File: src/rtl/sprite_pkg.sv
// rtl/sprite_pkg.sv - shared types and constants for the sprite overlay
// Border feature constants are consumed only when SPRITE_BORDER_EN is defined.
package sprite_pkg;

  typedef struct packed {
    logic [3:0] r;
    logic [3:0] g;
    logic [3:0] b;
  } rgb444_t;

  localparam int      BORDER_W   = 4;
  localparam rgb444_t BORDER_RGB = '{r: 4'hF, g: 4'h0, b: 4'h0};

  function automatic int base_x(input int h_active, input int sprite_w);
    return (h_active - sprite_w) / 2;
  endfunction

  function automatic int base_y(input int v_active, input int sprite_h);
    return (v_active - sprite_h) / 2;
  endfunction

endpackage

File: src/rtl/sprite_engine_if.sv
// rtl/sprite_engine_if.sv - sprite ROM bus between engine (master) and synchronous ROM (slave)
interface sprite_engine_if #(
  parameter int ADDR_W = 9
);
  logic [ADDR_W-1:0] rom_addr;
  logic [11:0]       rom_data;

  modport master (output rom_addr, input rom_data);
  modport slave  (input rom_addr, output rom_data);
endinterface

File: src/rtl/sprite_pos_clamp.sv
// rtl/sprite_pos_clamp.sv - per-sprite offset add, clamp, shadow position and edge-hit counter
module sprite_pos_clamp
  import sprite_pkg::*;
#(
  parameter int H_ACTIVE = 640,
  parameter int V_ACTIVE = 480,
  parameter int SPRITE_W = 16,
  parameter int SPRITE_H = 16,
  parameter int COUNT_W  = 16
) (
  input  logic               clock,
  input  logic               reset_n,
  input  logic               frame_start_i,
  input  logic [9:0]         offset_x_i,
  input  logic [9:0]         offset_y_i,
  output logic [9:0]         pos_x_o,
  output logic [9:0]         pos_y_o,
  output logic               clamped_o,
  output logic [COUNT_W-1:0] hit_count_o
);

  localparam int BX    = base_x(H_ACTIVE, SPRITE_W);
  localparam int BY    = base_y(V_ACTIVE, SPRITE_H);
  localparam int MAX_X = H_ACTIVE - SPRITE_W;
  localparam int MAX_Y = V_ACTIVE - SPRITE_H;

  logic [11:0]        px, py;
  logic               x_lo, x_hi, y_lo, y_hi;
  logic [9:0]         pos_x_d, pos_y_d, pos_x_q, pos_y_q;
  logic               clamped_d, clamped_q;
  logic [COUNT_W-1:0] hit_d, hit_q;

  // 12-bit two's-complement sum; bit 11 is the sign.
  assign px = 12'(BX) + {{2{offset_x_i[9]}}, offset_x_i};
  assign py = 12'(BY) + {{2{offset_y_i[9]}}, offset_y_i};

  always_comb begin
    x_lo      = px[11];
    x_hi      = !px[11] && (px[10:0] > 11'(MAX_X));
    y_lo      = py[11];
    y_hi      = !py[11] && (py[10:0] > 11'(MAX_Y));
    pos_x_d   = x_lo ? 10'd0 : (x_hi ? 10'(MAX_X) : px[9:0]);
    pos_y_d   = y_lo ? 10'd0 : (y_hi ? 10'(MAX_Y) : py[9:0]);
    clamped_d = x_lo | x_hi | y_lo | y_hi;
    hit_d     = hit_q;
    if (clamped_d && !clamped_q && (hit_q != '1)) begin
      hit_d = hit_q + COUNT_W'(1);
    end
  end

  always_ff @(posedge clock or negedge reset_n) begin
    if (!reset_n) begin
      pos_x_q   <= 10'(BX);
      pos_y_q   <= 10'(BY);
      clamped_q <= 1'b0;
      hit_q     <= '0;
    end else if (frame_start_i) begin
      pos_x_q   <= pos_x_d;
      pos_y_q   <= pos_y_d;
      clamped_q <= clamped_d;
      hit_q     <= hit_d;
    end
  end

  assign pos_x_o     = pos_x_q;
  assign pos_y_o     = pos_y_q;
  assign clamped_o   = clamped_q;
  assign hit_count_o = hit_q;

endmodule

File: src/rtl/sprite_engine.sv
// rtl/sprite_engine.sv - multi-sprite overlay: hit test, priority, ROM address, 2-cycle colour pipe
// Optional SPRITE_BORDER_EN paints the outer background ring red while any sprite is clamped.
module sprite_engine
  import sprite_pkg::*;
#(
  parameter int          NUM_SPRITES = 2,
  parameter int          SPRITE_W    = 16,
  parameter int          SPRITE_H    = 16,
  parameter int          H_ACTIVE    = 640,
  parameter int          V_ACTIVE    = 480,
  parameter int          COUNT_W     = 16,
  parameter logic [11:0] TRANSPARENT = 12'h000
) (
  input  logic                           clock,
  input  logic                           reset_n,
  input  logic [9:0]                     col,
  input  logic [9:0]                     row,
  input  logic                           frame_start,
  input  logic [10*NUM_SPRITES-1:0]      offset_x,
  input  logic [10*NUM_SPRITES-1:0]      offset_y,
  sprite_engine_if.master                rom_bus,
  output logic [3:0]                     red,
  output logic [3:0]                     green,
  output logic [3:0]                     blue,
  output logic [NUM_SPRITES-1:0]         clamped,
  output logic [COUNT_W*NUM_SPRITES-1:0] hit_count
);

  localparam int ADDR_W = $clog2(NUM_SPRITES * SPRITE_W * SPRITE_H);

  logic [9:0] pos_x [NUM_SPRITES];
  logic [9:0] pos_y [NUM_SPRITES];

  for (genvar i = 0; i < NUM_SPRITES; i++) begin : g_spr
    sprite_pos_clamp #(
      .H_ACTIVE (H_ACTIVE),
      .V_ACTIVE (V_ACTIVE),
      .SPRITE_W (SPRITE_W),
      .SPRITE_H (SPRITE_H),
      .COUNT_W  (COUNT_W)
    ) u_clamp (
      .clock         (clock),
      .reset_n       (reset_n),
      .frame_start_i (frame_start),
      .offset_x_i    (offset_x[10*i +: 10]),
      .offset_y_i    (offset_y[10*i +: 10]),
      .pos_x_o       (pos_x[i]),
      .pos_y_o       (pos_y[i]),
      .clamped_o     (clamped[i]),
      .hit_count_o   (hit_count[COUNT_W*i +: COUNT_W])
    );
  end

  logic [NUM_SPRITES-1:0] covers;
  logic                   hit_d, blank_d;
  logic [ADDR_W-1:0]      addr_d;

  always_comb begin
    covers = '0;
    for (int i = 0; i < NUM_SPRITES; i++) begin
      covers[i] = ({1'b0, col} >= {1'b0, pos_x[i]}) &&
                  ({1'b0, col} <  ({1'b0, pos_x[i]} + 11'(SPRITE_W))) &&
                  ({1'b0, row} >= {1'b0, pos_y[i]}) &&
                  ({1'b0, row} <  ({1'b0, pos_y[i]} + 11'(SPRITE_H)));
    end
  end

  // Walk from highest to lowest index so the lowest-index covering sprite is written last.
  always_comb begin
    hit_d  = 1'b0;
    addr_d = '0;
    for (int i = NUM_SPRITES - 1; i >= 0; i--) begin
      if (covers[i]) begin
        hit_d  = 1'b1;
        addr_d = ADDR_W'(i * SPRITE_W * SPRITE_H
                         + (int'(row) - int'(pos_y[i])) * SPRITE_W
                         + (int'(col) - int'(pos_x[i])));
      end
    end
    blank_d = ({1'b0, col} >= 11'(H_ACTIVE)) || ({1'b0, row} >= 11'(V_ACTIVE));
  end

  logic [ADDR_W-1:0] rom_addr_q;
  logic              s0_hit_q, s0_blank_q;
  logic              s1_hit_q, s1_blank_q;
  rgb444_t           rgb_d, rgb_q;

`ifdef SPRITE_BORDER_EN
  logic ring_d, s0_ring_q, s1_ring_q;

  assign ring_d = ({1'b0, col} < 11'(BORDER_W)) ||
                  ({1'b0, col} >= 11'(H_ACTIVE - BORDER_W)) ||
                  ({1'b0, row} < 11'(BORDER_W)) ||
                  ({1'b0, row} >= 11'(V_ACTIVE - BORDER_W));

  always_ff @(posedge clock or negedge reset_n) begin
    if (!reset_n) begin
      s0_ring_q <= 1'b0;
      s1_ring_q <= 1'b0;
    end else begin
      s0_ring_q <= ring_d;
      s1_ring_q <= s0_ring_q;
    end
  end
`endif

  // A transparent winner falls through to background; lower sprites are never consulted.
  always_comb begin
    rgb_d = '0;
    if (!s1_blank_q) begin
      if (s1_hit_q && (rom_bus.rom_data != TRANSPARENT)) begin
        rgb_d = rgb444_t'(rom_bus.rom_data);
      end
`ifdef SPRITE_BORDER_EN
      else if (s1_ring_q && (|clamped)) begin
        rgb_d = BORDER_RGB;
      end
`endif
    end
  end

  always_ff @(posedge clock or negedge reset_n) begin
    if (!reset_n) begin
      rom_addr_q <= '0;
      s0_hit_q   <= 1'b0;
      s0_blank_q <= 1'b1;
      s1_hit_q   <= 1'b0;
      s1_blank_q <= 1'b1;
      rgb_q      <= '0;
    end else begin
      rom_addr_q <= addr_d;
      s0_hit_q   <= hit_d;
      s0_blank_q <= blank_d;
      s1_hit_q   <= s0_hit_q;
      s1_blank_q <= s0_blank_q;
      rgb_q      <= rgb_d;
    end
  end

  assign rom_bus.rom_addr = rom_addr_q;
  assign red              = rgb_q.r;
  assign green            = rgb_q.g;
  assign blue             = rgb_q.b;

endmodule

File: src/flat_wrapper.sv
// flat-port wrapper written by rule: the top's interface ports become plain ports
module sprite_engine_flat import sprite_pkg::*;
#(
  parameter int          NUM_SPRITES = 2,
  parameter int          SPRITE_W    = 16,
  parameter int          SPRITE_H    = 16,
  parameter int          H_ACTIVE    = 640,
  parameter int          V_ACTIVE    = 480,
  parameter int          COUNT_W     = 16,
  parameter logic [11:0] TRANSPARENT = 12'h000
)
  (clock, reset_n, col, row, frame_start, offset_x, offset_y, red, green, blue, clamped, hit_count, rom_bus_rom_addr, rom_bus_rom_data);
  sprite_engine_if #(.ADDR_W(9)) rom_bus_i ();
  input  logic clock;
  input  logic reset_n;
  input  logic [9:0] col;
  input  logic [9:0] row;
  input  logic frame_start;
  input  logic [10*NUM_SPRITES-1:0] offset_x;
  input  logic [10*NUM_SPRITES-1:0] offset_y;
  output logic [3:0] red;
  output logic [3:0] green;
  output logic [3:0] blue;
  output logic [NUM_SPRITES-1:0] clamped;
  output logic [COUNT_W*NUM_SPRITES-1:0] hit_count;
  output wire logic [$bits(rom_bus_i.rom_addr)-1:0] rom_bus_rom_addr;
  input wire logic [$bits(rom_bus_i.rom_data)-1:0] rom_bus_rom_data;
  assign rom_bus_rom_addr = rom_bus_i.rom_addr;
  assign rom_bus_i.rom_data = rom_bus_rom_data;
  sprite_engine #(.NUM_SPRITES(NUM_SPRITES), .SPRITE_W(SPRITE_W), .SPRITE_H(SPRITE_H), .H_ACTIVE(H_ACTIVE), .V_ACTIVE(V_ACTIVE), .COUNT_W(COUNT_W), .TRANSPARENT(TRANSPARENT)) u_core (.clock(clock), .reset_n(reset_n), .col(col), .row(row), .frame_start(frame_start), .offset_x(offset_x), .offset_y(offset_y), .rom_bus(rom_bus_i), .red(red), .green(green), .blue(blue), .clamped(clamped), .hit_count(hit_count));
endmodule
File: config.mk
export PLATFORM = sky130hd
export DESIGN_NAME = sprite_engine_flat
export DESIGN_NICKNAME = d
export VERILOG_FILES = /design/src/rtl/sprite_pkg.sv /design/src/rtl/sprite_engine_if.sv /design/src/rtl/sprite_pos_clamp.sv /design/src/rtl/sprite_engine.sv /design/src/flat_wrapper.sv
export SDC_FILE = /design/constraint.sdc
export NUM_CORES = 1
export LEC_CHECK = 0
export CORE_ASPECT_RATIO = 1.1
export CORE_MARGIN = 10
export CORE_UTILIZATION = 40
export DETAILED_ROUTE_END_ITERATION = 7
export PLACE_DENSITY = 0.67
export SYNTH_ARGS = -nofsm -noshare
export SYNTH_HDL_FRONTEND = slang
export SYNTH_HIERARCHICAL = 1
export SYNTH_SLANG_ARGS = --single-unit
File: constraint.sdc
create_clock -name clock -period 8.25 [get_ports clock]
set_input_delay 2.0625 -clock clock [delete_from_list [all_inputs] [get_ports clock]]
set_output_delay 2.0625 -clock clock [all_outputs]
set_load 0.05 [all_outputs]
==> key figures <==
Run status
  – Status: finished clean

Finish
  – Layout cells sized above 1: 6.68%
  – Register area: 2500 sq um
  – Multi-input logic area: 4690 sq um
  – Fillers: 1724
  – Layout area overhead: 24.7%
  – Total Nets Final: 1080

Pwr
  – Leakage: 4.17 nW
  – Cell-internal power: 1.17 mW
  – Sequential Power Share: 32.4%
  – Comb power frac: 43.0%
  – Psw: 0.696 mW
  – Net Sw Frac: 37.2%
  – Peak supply drop: 0.000214 V
  – Total power: 1.87 mW
  – Pwr/cell area: 197 nW/um^2
  – Clock share of power: 24.6%

Worst setup path
  – R2R Setup Slk: 4.88 ns
  – Crit path DAT: 5.20 ns
  – Req. time, crit path: 8.48 ns
  – Cell mode on critical path: ha_1
  – Critical-path cell list: clkdlybuf4s50_1, inv_1, ha_1, fa_1, inv_1, fa_1, ha_1, ha_1, a21oi_1, o21bai_1, a21oi_1, xnor2_1, a22o_1
  – Crit Path Max Fanout: 3
  – Slowest cell on crit path: fa_1
  – Critical path's top delay family: adder cells
  – CP Class: primary input to flip-flop
  – FF-to-FF End: u_core/rom_bus.rom_addr[5]$_DFF_PN0_
  – CP Capture Type: flip-flop
  – CP Launch Type: primary input
  – Worst-case reg-to-reg path depth: 12
  – Worst path bufs/invs: 3
  – FF-to-FF Start: u_core/g_spr[0].u_clamp/pos_y_o[6]$_DFFE_PN1P_
  – CP startpoint: row[0]
  – CP max stage delay: 0.50 ns

Global routing
  – Initial antenna violation count: 2
  – First-pass GRT wire length: 30.3 mm
  – GRT Resource Usage Total: 15.0%
  – Vias in the first global route: 6158
  – Largest net degree at the start of global routing: 62
  – GRT overflow: 0

Synthesis
  – Mux contribution to synthesized area: 0.297%
  – Syn avg cell area: 9.98 sq um
  – Main synth FF type: dfrtp_1
  – Number of flops mapped to enable cells by yosys: 0
  – Synthesized-area fraction occupied by xor and xnor cells: 10.1%
  – Compound-Gate Fraction of Synth Area: 17.3%
  – Yosys warns: 6
  – Simple-gate share of the synthesized area: 13.7%
  – Adder-Cell Fraction of Synth Area: 20.2%
  – Synthesized area: 7590 sq um
  – #FFs+latches synth: 99
  – Top cells by area, synth: dfrtp_1, ha_1, xnor2_1
  – Synth top area share: 26.7%
  – Largest family of logic cells by synthesized area: adder cells
  – Synth area leader: dfrtp_1
  – Async S/R FF share, synth: 100%
  – Syn nets: 948
  – Cell count after synthesis: 761
  – Synth cell types: 62
  – Seq/Total Area, Yosys: 32.9%

Clocking
  – TritonCTS clock tree: built
  – CTS buffer count: 9
  – Post_cts resized: 0
  – Post-CTS Setup Repair Bufs: 0
  – CTS Hold Buffers Added: 0
  – Clock tree sinks: 99
  – H-tree depth: 3
  – Clock latency on the worst-skew pair: 0.35 ns
  – CTS root buffer: clkbuf_16
  – Longest Clk Path Bufs: 2
  – Clock-pin slew on the worst setup and hold paths: 0.07 ns

Placement
  – I/O Buffers: 129
  – Pre-CTS worst setup slack: 2.95 ns
  – Routability congestion estimate: 0.869
  – Post-DP HPWL: 14.7 mm

Route
  – TritonRoute pass-1 iters: 4
  – Post-DRT Antenna Nets: 0
  – Avg WL per Cell: 16.0 um
  – Vias: 5892
  – Via density: 5.15
  – DRC Markers: 0
  – Routed WL: 18.3 mm
  – DRT iter0 DRCs: 252

Timing
  – TNS Setup: 0 ns
  – Fin. max-slew vios: 0
  – Post-route setup slack: 3.28 ns
  – Final setup fails: 0
  – RSZ-0062 raised after global routing: no
  – Worst-Margin Slew: 0.761 ns
  – Skew final: 0.0127 ns
  – Fmax: 201 MHz
  – Tmin final: 4.97 ns
  – Final hold vios: 0
  – Slew margin rel.: 49.2%
  – Hold WS: 0.362 ns
  – Final period util: 60.2%

Die
  – Height of the die: 165 um
  – # IOs: 130
  – Die Area: 24900 sq um
  – Total core area: 18500 sq um
  – FP Rows: 52
  – Initial Utilization: 41.0%
  – Width of the chip: 151 um

Run
  – Max-Cap Viols: 0

Worst hold path
  – Hold Path Cell Cnt: 0
  – Hold_sp: u_core/s0_hit_q$_DFF_PN0_
  – Hold EP: u_core/s1_hit_q$_DFF_PN0_
  – Worst min path class: flip-flop to flip-flop
[synthesized netlist by cell type (all sizes together), types with 9 or more instances]
cell,count
ha,94
inv,93
dfrtp,81
xnor2,67
nand2,39
o21ai,31
a21oi,26
nor2,25
a22o,21
nand3,21
xor2,21
nand4,19
dfstp,18
fa,18
and3,17
and2,16
nor2b,12
nor3,11
a21o,10
a31oi,10
o2bb2ai,10
nand2b,9
[sequential cells by signal (all words and copies together), names as in the netlist, 2 cells and up]
| name | cells |
|---|---|
| u_core/g_spr.u_clamp/hit_count_o | 32 |
| u_core/g_spr.u_clamp/pos_x_o | 20 |
| u_core/g_spr.u_clamp/pos_y_o | 20 |
| u_core/rom_bus.rom_addr | 9 |
| u_core/blue | 4 |
| u_core/green | 4 |
| u_core/red | 4 |
| u_core/g_spr.u_clamp/clamped_o | 2 |
[layout by cell type, fill, tap and decap left out, drive strengths merged, types with 9 or more instances in the layout]
master / instances
inv: 94
dfrtp: 81
dfstp: 18
nand2: 39
and3: 17
a31oi: 10
nor3: 11
nand3: 21
nor2b: 12
o2bb2ai: 10
clkdlybuf4s50: 128
nor2: 25
xnor2: 67
ha: 94
clkbuf: 11
a21oi: 26
o21ai: 31
a22o: 21
nand4: 19
fa: 18
xor2: 21
and2: 16
nand2b: 9
a21o: 10
[area by class of cell]
type | count | share of cell area [%]
Inverter | 93 | 3.69
Clock inverter | 5 | 0.925
Antenna cell | 2 | 0.0529
Multi-Input combinational cell | 559 | 49.5
Clock buffer | 11 | 2.46
Timing Repair Buffer | 131 | 13.8
Sequential cell | 99 | 26.4
Tap cell | 243 | 3.21
[worst max path at each step]
stage	end	slack (ns)	cells after the start
2_1_floorplan	u_core/rom_bus.rom_addr[8]$_DFF_PN0_	3.58	12
3_3_place_gp	u_core/rom_bus.rom_addr[8]$_DFF_PN0_	3.02	13
3_5_place_dp	u_core/rom_bus.rom_addr[8]$_DFF_PN0_	2.95	13
4_1_cts	u_core/rom_bus.rom_addr[8]$_DFF_PN0_	3.32	13
5_1_grt	u_core/rom_bus.rom_addr[8]$_DFF_PN0_	3.14	13
6_report	u_core/rom_bus.rom_addr[8]$_DFF_PN0_	3.28	13
[worst register-to-register path, stage by stage, from the launching register on]
cell and delay [ns]:
dfstp_2 0.58, inv_1 0.07, nor3_1 0.30, nand3_1 0.14, xnor2_1 0.14, ha_1 0.29, nand2_1 0.12, nor2_1 0.06
a211oi_1 0.22, a32oi_1 0.16, nor4_4 0.72, nor2_2 0.20, a22o_1 0.26
[power by group through the flow]
stage | clock network (mW) | logic (mW) | registers, mW
6_report | 0.459 | 0.805 | 0.605
4_1_cts | 0.473 | 0.811 | 0.607
5_1_grt | 0.495 | 0.902 | 0.616
3_3_place_gp | 0 | 0.794 | 0.615
3_5_place_dp | 0 | 0.804 | 0.615
2_1_floorplan | 0 | 0.459 | 0.716
[metrics by stage]
| step | cells | util [%] | cell area [sq um] |
|---|---|---|---|
| CTS | 1141 | 51.0 | 9460 |
| finish | 1143 | 51.1 | 9470 |
| global route | 1141 | 51.0 | 9460 |
| global placement | 1125 | 49.3 | 9140 |
| detailed placement | 1125 | 49.3 | 9140 |
| floorplan | 761 | - | 7590 |
[cells by family (layout without fill, tap and decap cells)]
family	Yosys count	count (layout)
AO/OA/AOI/OAI	169	169
XOR/XNOR	88	88
adder cells (fa/ha/maj)	112	112
buffers and inverters	103	240
flip-flops	99	99
multiplexers	2	2
other	0	2
AND/OR/NAND/NOR	188	188
[metal layers]
| layer | wire length (um) | global-route usage (%) | vias to the layer above | share of wire (%) |
|---|---|---|---|---|
| met5 | 0 | 0 | - | 0 |
| met4 | 178 | 4.29 | 0 | 0.97 |
| met3 | 926 | 3.78 | 10 | 5.1 |
| met2 | 9240 | 25.6 | 89 | 51 |
| met1 | 7930 | 18.1 | 2812 | 43 |
| li1 | - | - | 2981 | - |
(Power assumes the default switching activity.)
